`config.mk`:
```
export PLATFORM = sky130hd
export DESIGN_NAME = dw_window_gen
export DESIGN_NICKNAME = d
export VERILOG_FILES = /design/src/rtl/dw_pkg.sv /design/src/rtl/dw_pos_tracker.sv /design/src/rtl/dw_window_gen.sv
export SDC_FILE = /design/constraint.sdc
export NUM_CORES = 2
export LEC_CHECK = 0
export CORE_AREA = 3 3 683 685
export CTS_BUF_LIST = sky130_fd_sc_hd__clkbuf_16
export DETAILED_ROUTE_END_ITERATION = 10
export DIE_AREA = 0 0 686 688
export HOLD_SLACK_MARGIN = 0.03
export PLACE_DENSITY_LB_ADDON = 0.2
export SETUP_SLACK_MARGIN = 0.5
export SKIP_LAST_GASP = 1
export SLEW_MARGIN = 20
export SYNTH_ARGS = -nofsm -noshare
export SYNTH_HDL_FRONTEND = slang
export SYNTH_SLANG_ARGS = --single-unit
```
`constraint.sdc`:
```
create_clock -name clk -period 2.94 [get_ports clk]
set_clock_uncertainty 0.05 [all_clocks]
set_input_delay 0.882 -clock clk [delete_from_list [all_inputs] [get_ports clk]]
set_output_delay 0.882 -clock clk [all_outputs]
set_load 0.01 [all_outputs]
```
`src/rtl/dw_pkg.sv`:
```
// Shared defaults and FSM state encoding for the depthwise window generator.
package dw_pkg;

  localparam int DATA_WIDTH_DEF  = 8;
  localparam int CHANNEL_NUM_DEF = 18;
  localparam int ROW_LEN_MAX_DEF = 318;
  localparam int ROW_NUM_MAX_DEF = 318;

  localparam logic IDLE_ENC = 1'b0;
  localparam logic RUN_ENC  = 1'b1;

  typedef enum logic {
    IDLE = IDLE_ENC,
    RUN  = RUN_ENC
  } state_t;

endpackage

```
`src/rtl/dw_pos_tracker.sv`:
```
// Column/row position tracker: counts accepted beats, latches the frame
// geometry, and classifies the current beat (legal window, last window of
// the row, last beat of the frame).
module dw_pos_tracker #(
  parameter int COL_W = 9,
  parameter int ROW_W = 9
) (
  input  logic             clk,
  input  logic             rstn,
  input  logic             start,
  input  logic             beat,
  input  logic [COL_W-1:0] row_len,
  input  logic [ROW_W-1:0] row_num,
  input  logic             stride2,
  output logic             beat_legal,
  output logic             beat_last_col,
  output logic             beat_frame_end
);

  logic [COL_W-1:0] row_len_reg;
  logic [ROW_W-1:0] row_num_reg;
  logic             stride2_reg;
  logic [COL_W-1:0] col_cnt_reg;
  logic [ROW_W-1:0] row_cnt_reg;

  logic col_at_end;
  logic row_at_end;
  logic col_ok;
  logic row_ok;

  // Classify the beat from the current counters. For stride 2, (cnt-2) even
  // is the same as cnt even, so only bit 0 is inspected.
  always_comb begin
    col_at_end     = (col_cnt_reg == row_len_reg - COL_W'(1));
    row_at_end     = (row_cnt_reg == row_num_reg - ROW_W'(1));
    col_ok         = (col_cnt_reg >= COL_W'(2)) && (!stride2_reg || !col_cnt_reg[0]);
    row_ok         = (row_cnt_reg >= ROW_W'(2)) && (!stride2_reg || !row_cnt_reg[0]);
    beat_legal     = col_ok && row_ok;
    // With stride 2 and an even row length the final column is never legal,
    // so the end-of-row flag moves to the column before it.
    beat_last_col  = beat_legal &&
                     (col_at_end ||
                      (stride2_reg && !row_len_reg[0] &&
                       (col_cnt_reg == row_len_reg - COL_W'(2))));
    beat_frame_end = col_at_end && row_at_end;
  end

  // Latch geometry on start; advance col/row counters on every accepted beat.
  always_ff @(posedge clk) begin
    if (!rstn) begin
      row_len_reg <= '0;
      row_num_reg <= '0;
      stride2_reg <= 1'b0;
      col_cnt_reg <= '0;
      row_cnt_reg <= '0;
    end else if (start) begin
      row_len_reg <= row_len;
      row_num_reg <= row_num;
      stride2_reg <= stride2;
      col_cnt_reg <= '0;
      row_cnt_reg <= '0;
    end else if (beat) begin
      if (col_at_end) begin
        col_cnt_reg <= '0;
        row_cnt_reg <= row_at_end ? '0 : row_cnt_reg + ROW_W'(1);
      end else begin
        col_cnt_reg <= col_cnt_reg + COL_W'(1);
      end
    end
  end

endmodule

```
`src/rtl/dw_window_gen.sv`:
```
// Depthwise 3x3 window generator: shifts 3-row pixel columns into a
// three-deep column register and emits windows at legal stride-1/stride-2
// positions with end-of-row and end-of-frame flags.
// Optional build macro DW_WIN_PERF_CNT_EN adds a win_count output that
// counts emitted windows per frame.
module dw_window_gen
  import dw_pkg::*;
#(
  parameter int DATA_WIDTH  = DATA_WIDTH_DEF,
  parameter int CHANNEL_NUM = CHANNEL_NUM_DEF,
  parameter int ROW_LEN_MAX = ROW_LEN_MAX_DEF,
  parameter int ROW_NUM_MAX = ROW_NUM_MAX_DEF,
  parameter int COL_W       = $clog2(ROW_LEN_MAX),
  parameter int ROW_W       = $clog2(ROW_NUM_MAX)
) (
  input  logic                                clk,
  input  logic                                rstn,
  input  logic                                frame_start,
  input  logic [COL_W-1:0]                    row_len,
  input  logic [ROW_W-1:0]                    row_num,
  input  logic                                stride2,
  input  logic [CHANNEL_NUM*3*DATA_WIDTH-1:0] col_in,
  input  logic                                col_valid_in,
  output logic [CHANNEL_NUM*9*DATA_WIDTH-1:0] win_out,
  output logic                                win_valid,
  output logic                                win_last_col,
  output logic                                frame_done
`ifdef DW_WIN_PERF_CNT_EN
  ,
  output logic [31:0]                         win_count
`endif
);

  localparam int COL_WORD_W = CHANNEL_NUM * 3 * DATA_WIDTH;

  state_t state_reg;
  state_t state_next;

  logic [COL_WORD_W-1:0] c0_reg;
  logic [COL_WORD_W-1:0] c1_reg;
  logic [COL_WORD_W-1:0] c2_reg;

  logic beat;
  logic beat_legal;
  logic beat_last_col;
  logic beat_frame_end;

  // A beat counts only while running; frame_start takes priority and drops it.
  assign beat = (state_reg == RUN) && col_valid_in && !frame_start;

  dw_pos_tracker #(
    .COL_W (COL_W),
    .ROW_W (ROW_W)
  ) u_pos (
    .clk            (clk),
    .rstn           (rstn),
    .start          (frame_start),
    .beat           (beat),
    .row_len        (row_len),
    .row_num        (row_num),
    .stride2        (stride2),
    .beat_legal     (beat_legal),
    .beat_last_col  (beat_last_col),
    .beat_frame_end (beat_frame_end)
  );

  // Next-state logic: frame_start (re)starts from any state; the final beat
  // of the frame returns to IDLE.
  always_comb begin
    state_next = state_reg;
    case (state_reg)
      IDLE: if (frame_start) state_next = RUN;
      RUN: begin
        if (frame_start)                   state_next = RUN;
        else if (beat && beat_frame_end)   state_next = IDLE;
      end
      default: state_next = IDLE;
    endcase
  end

  // State register.
  always_ff @(posedge clk) begin
    if (!rstn) state_reg <= IDLE;
    else       state_reg <= state_next;
  end

  // Column shift register and registered window outputs. The shift register
  // is not cleared at row boundaries; stale columns are masked by legality.
  always_ff @(posedge clk) begin
    if (!rstn) begin
      c0_reg       <= '0;
      c1_reg       <= '0;
      c2_reg       <= '0;
      win_out      <= '0;
      win_valid    <= 1'b0;
      win_last_col <= 1'b0;
      frame_done   <= 1'b0;
    end else begin
      win_valid    <= beat && beat_legal;
      win_last_col <= beat && beat_last_col;
      frame_done   <= beat && beat_frame_end;
      if (beat) begin
        c2_reg <= c1_reg;
        c1_reg <= c0_reg;
        c0_reg <= col_in;
        if (beat_legal) win_out <= {c1_reg, c0_reg, col_in};
      end
    end
  end

`ifdef DW_WIN_PERF_CNT_EN
  logic [31:0] win_count_reg;
  assign win_count = win_count_reg;

  // Per-frame window counter; holds after the frame completes.
  always_ff @(posedge clk) begin
    if (!rstn)            win_count_reg <= '0;
    else if (frame_start) win_count_reg <= '0;
    else if (win_valid)   win_count_reg <= win_count_reg + 32'd1;
  end
`endif

endmodule
```
== Word-level counts from Yosys, hierarchy flattened ==
Cells that the tools add are included.

* Input port bits: 455
* Output and inout bits: 1299
* Flip-flop bits (word level): 2201

* Bitwise gates (word level): 2
* Eq/ne operators: 3
* Muxes and demuxes: 6
* Reduce and logical (&&, ||, !) cells: 23
* $lt $le $gt $ge: 2
* Add/sub/neg operators: 5

{| class="wikitable"
|+ Operators with widths
! kind !! count
|-
| == test 9 bit || 3
|-
| adder 9 x 1 -> 9 bit (second input constant) || 2
|-
| greater-or-equal comparator 9 x 2 -> 1 bit (second input constant) || 2
|-
| 2-to-1 mux 9 bit || 2
|-
| subtractor 9 x 1 -> 9 bit (second input constant) || 2
|-
| logical AND 1 bit || 12
|-
| subtractor 9 x 2 -> 9 bit (second input constant) || 1
|-
| zero test 1 bit || 5
|-
| AND reduction 2 bit || 2
|-
| logical OR 1 bit || 3
|-
| 2-to-1 mux 1 bit || 3
|-
| inverter 1 bit || 2
|-
| one-hot mux 1 bit (2 select lines) || 1
|-
| OR reduction 2 bit || 1
|}

== Longest topological paths before layout ==
* Word-level depth: 7
* Mapped depth: 11
* Gate-level depth less buffers: 8

== Hierarchy ==
Synthesis repeated with hierarchy kept, for this count alone.

* Cells, all modules: 7729
* Area total of the unflattened synthesis: 79832.8 um2

{| class="wikitable"
|+ By module, submodules not included
! module !! area an instance (um2) !! sequential area each (um2) !! cells each !! times used
|-
| dw_window_gen || 77443.0 || 43321.5 || 7453 || 1
|-
| dw_pos_tracker || 2389.8 || 740.7 || 276 || 1
|}

== Worst setup path before layout ==
Ideal clock, no wire load.

* Path type: input to register
* From: in frame_start
* To: reg win_out[1008]
* Setup time: 76 ps
* Arrival time: 2592 ps
* Stages on the path: 10
* Setup slack: 222 ps
* Cells stage by stage: buf_2 nand3b_1 nor2_1 and3_1 buf_2 buf_2 clkbuf_1 clkbuf_1 nand2_1 a21boi_0

* Word-level cells in the longest chain between the ends: 3

{| class="wikitable"
|+ Ends and longest elaborated chain
! what !! line !! source
|-
| start: declaration || dw_window_gen.sv:18 || <nowiki>input logic frame_start,</nowiki>
|-
| zero test 1 bit || dw_window_gen.sv:49 || <nowiki>assign beat = (state_reg == RUN) && col_valid_in && !frame_start;</nowiki>
|-
| logical AND 1 bit || dw_window_gen.sv:49 ||
|-
| AND reduction 2 bit (no line) || n/a ||
|-
| end signal: assignment || dw_window_gen.sv:106 || <nowiki>if (beat_legal) win_out <= {c1_reg, c0_reg, col_in};</nowiki>
|-
| end: declaration || dw_window_gen.sv:24 || <nowiki>output logic [CHANNEL_NUM*9*DATA_WIDTH-1:0] win_out,</nowiki>
|}

Every way passes these cells.
A chain may end at the register's enable or synchronous reset.

== Worst setup path in the final report ==
* From: reg win_out[625]
* To: out win_out[625]

No word-level cell between the ends.

==> flow_summary.toml <==
[critical_path]
cp_max_fo = 2
critPathLaunch = "win_out[625]$_SDFFE_PN0P_"
r2r_cells = 7
path_class = "reg2out"
cp_slowest_cell = "dlygate4sd2_1"
crit_required_ns = 2.01
r2r_start = "u_pos.row_num_reg[0]$_SDFFE_PN0P_"
regToRegSetupSlack_ns = 0.54
r2r_end = "u_pos.row_cnt_reg[2]$_SDFFE_PP0P_"
cp_slowest_stage_delay_ns = 0.42
path_buf_inv = 1
start_kind = "register"
cp_top_family = "buffers and inverters"
crit_path_cell_trace = "dlygate4sd2_1"
cp.arrival_ns = 1.68
end_kind = "output pin"

[placement]
port_buffers = 1753
dp_cells = 17200
post-place-ws_ns = -0.304
post-dp-hpwl_um = 301000
gp_congestion = 0.806

[cells_and_area]
fillerInstances = 50900
multi_input_area_um2 = 34300
areaGrowthSynthToFinish_pct = 43.2
drive_above_1_share = 0.0850
ff_latch_area_um2 = 44200
instances_no_fill = 17700
largest_register_ffs = 1296
fin_nets = 11800
final_util = 0.252

[clock_network]
cts_max_path_buffers = 4
clkLatencyLatePin_ns = 0.90
cts.sinks = 2201
numCtsBuffers = 283
h-tree-depth = 5
root_buffer = "clkbuf_16"
postCtsHoldBufs = 0
path_clk_slew_ns = 0.05
cts_tree = "yes"

[synthesis]
synth_area_leaders = "dfxtp_1 (54%), nand2_1 (20%), a21boi_0 (20%)"
synth_fp_nets = 10100
syn_inst = 9676
syn-cell-area_um2 = 81100
synth.top_cell.area_share = 0.544
yosys_most_used_dff = "dfxtp_1"
yosys_warnings = 0
ys_ff_latch = 2201
ys_types = 55
ys_seq_area_frac = 0.544
synth_edf_count = 0
synthArstFlopShare = 0
yosysTopAreaCell = "dfxtp_1"
avgSynthCellArea_um2 = 8.38

[detailed_routing]
topRoutingLayerUsed = "met5"
met1_length_um = 170000
wl_per_cell_um = 22.5
drtIter0Drc = 3854
firstDrtPassIters = 7
wl_met2_um = 194000
viasPerCell = 3.96
vias = 70200
route.met3.wl_um = 22900
ant_nets = 0
drc = 0
wl_um = 398000

[pwr]
p_leak_nw = 46.3
power.density_nw_per_um2 = 567
max-vdd-ir-drop_mv = 0.372

[min_path]
hold_end = "win_out[364]$_SDFFE_PN0P_"
min_path_cells = 2
hold_class = "in2reg"
worstHoldStart = "rstn"

[die]
fp-row-count = 249
io_pins = 1754
core_area_um2 = 460000
die_y_um = 688
die_w_um = 686
die_area_um2 = 472000
start_util = 0.176

[sta]
hold_viol = 0
setup_viol = 0
grt_setup_unrepaired = "true"
finalWorstSetupSlack_ns = 0.328
slew_headroom = 0.349
drv_slew = 0
tightest_slew_ns = 0.977
holdWs_ns = 0.346
finalCritPeriodShare = 0.888
layout_min_cycle_time_ns = 2.61
max_freq_mhz = 383

[outcome]
outcome = "complete, no violations"

[global_routing]
grt_pass1_wl_um = 550000
grt_usage = 0.160
antenna_found_initial = 43
grt_start_max_net_pins = 191
grt.overflow.total = 0
grt_pass1_vias = 69300

[run]
drv_cap = 0
## routing by layer
metal,up-vias,GRT usage
met3,420,0.0397
met4,12,0.0439
met5,-,0
met2,1507,0.277
met1,33600,0.195
li1,34600,-
## kinds of logic after synthesis
kind of cell    after synthesis  synth area share
compound gates             2212             0.205
xor+xnor                     30           0.00324
fa+ha+maj                     7           0.00108
buf+inv                     751            0.0358
flops                      2201             0.544
mux                          20           0.00247
simple gates               4455             0.209
## cell usage in the layout, fill, tap and decap left out, types with 6 or more instances in the layout
master / count
a21boi_0: 2162
a21oi_1: 6
buf_12: 123
buf_16: 8
buf_4: 249
buf_6: 57
buf_8: 11
bufinv_16: 7
clkbuf_16: 292
clkbuf_2: 52
clkdlybuf4s50_1: 453
clkinv_1: 74
clkinv_16: 7
clkinv_2: 37
dfxtp_1: 2114
dfxtp_2: 73
dfxtp_4: 14
diode_2: 16
dlygate4sd2_1: 967
dlymetal6s2s_1: 201
ha_1: 7
inv_1: 71
inv_6: 8
mux2i_1: 20
nand2_1: 4346
nand3_1: 6
nor2_1: 21
nor2b_1: 23
nor3_1: 10
o21ai_0: 7
or3_1: 6
xnor2_1: 12
xor2_1: 16
## Yosys cell counts, drive strengths merged (3+ instances only)
cell type and instances:
or3 7, dfxtp 2201, nor2 22, xor2 18
o21ai 12, a21oi 6, a21boi 2162, nor3 10
nand2 4346, and3 6, clkbuf 665, and2 3
nand3b 5, o22ai 4, mux2i 20, o2111ai 5
nor4 8, nand2b 3, nand3 8, nor2b 24
inv 12, xnor2 12, ha 7, buf 74
nand4 4
## stage by stage
step | TNS, ns | cell area, µm² | power [mW]
after floorplan | 0 | 81200 | 31.9
after global placement | -192.96 | 108000 | 33.6
after detailed placement | -210.01 | 108000 | 33.6
after CTS | 0 | 115000 | 67.2
after global routing | 0 | 116000 | 68.5
final | 0 | 116000 | 65.8
## area by class of cell
class	count	area share
Antenna cell	16	0.000345
Clock buffer	286	0.0616
Clock inverter	208	0.0119
Inverter	12	0.000388
Multi-Input combinational cell	6725	0.295
Sequential cell	2201	0.381
Tap cell	6149	0.0663
Timing Repair Buffer	2129	0.184
## how the worst max path moves through the flow
stage / end / slack (ns) / cells past startpoint
4_1_cts: win_out[480] / 0.10 / 1
3_3_place_gp: win_out[928]$_SDFFE_PN0P_ / -0.27 / 9
5_1_grt: win_out[76] / 0.22 / 1
6_report: win_out[625] / 0.33 / 1
2_1_floorplan: win_out[0]$_SDFFE_PN0P_ / 0.44 / 9
3_5_place_dp: win_out[624]$_SDFFE_PN0P_ / -0.30 / 9
## power breakdown
group	switching (mW)	internal, mW	total [mW]
Clock	14.5	18.4	32.9
Combinational	1.39	1.29	2.68
Sequential	0.245	30.0	30.3
Total	16.1	49.7	65.8
## repair_timing
item                        CTS  global route
pin swaps                     0             6
setup endpoints to repair  1970          2339
setup buffers                 2            12
gates resized for setup    1183           752
cloned                        0             7
Note: power is estimated with default switching activity, not from simulation.
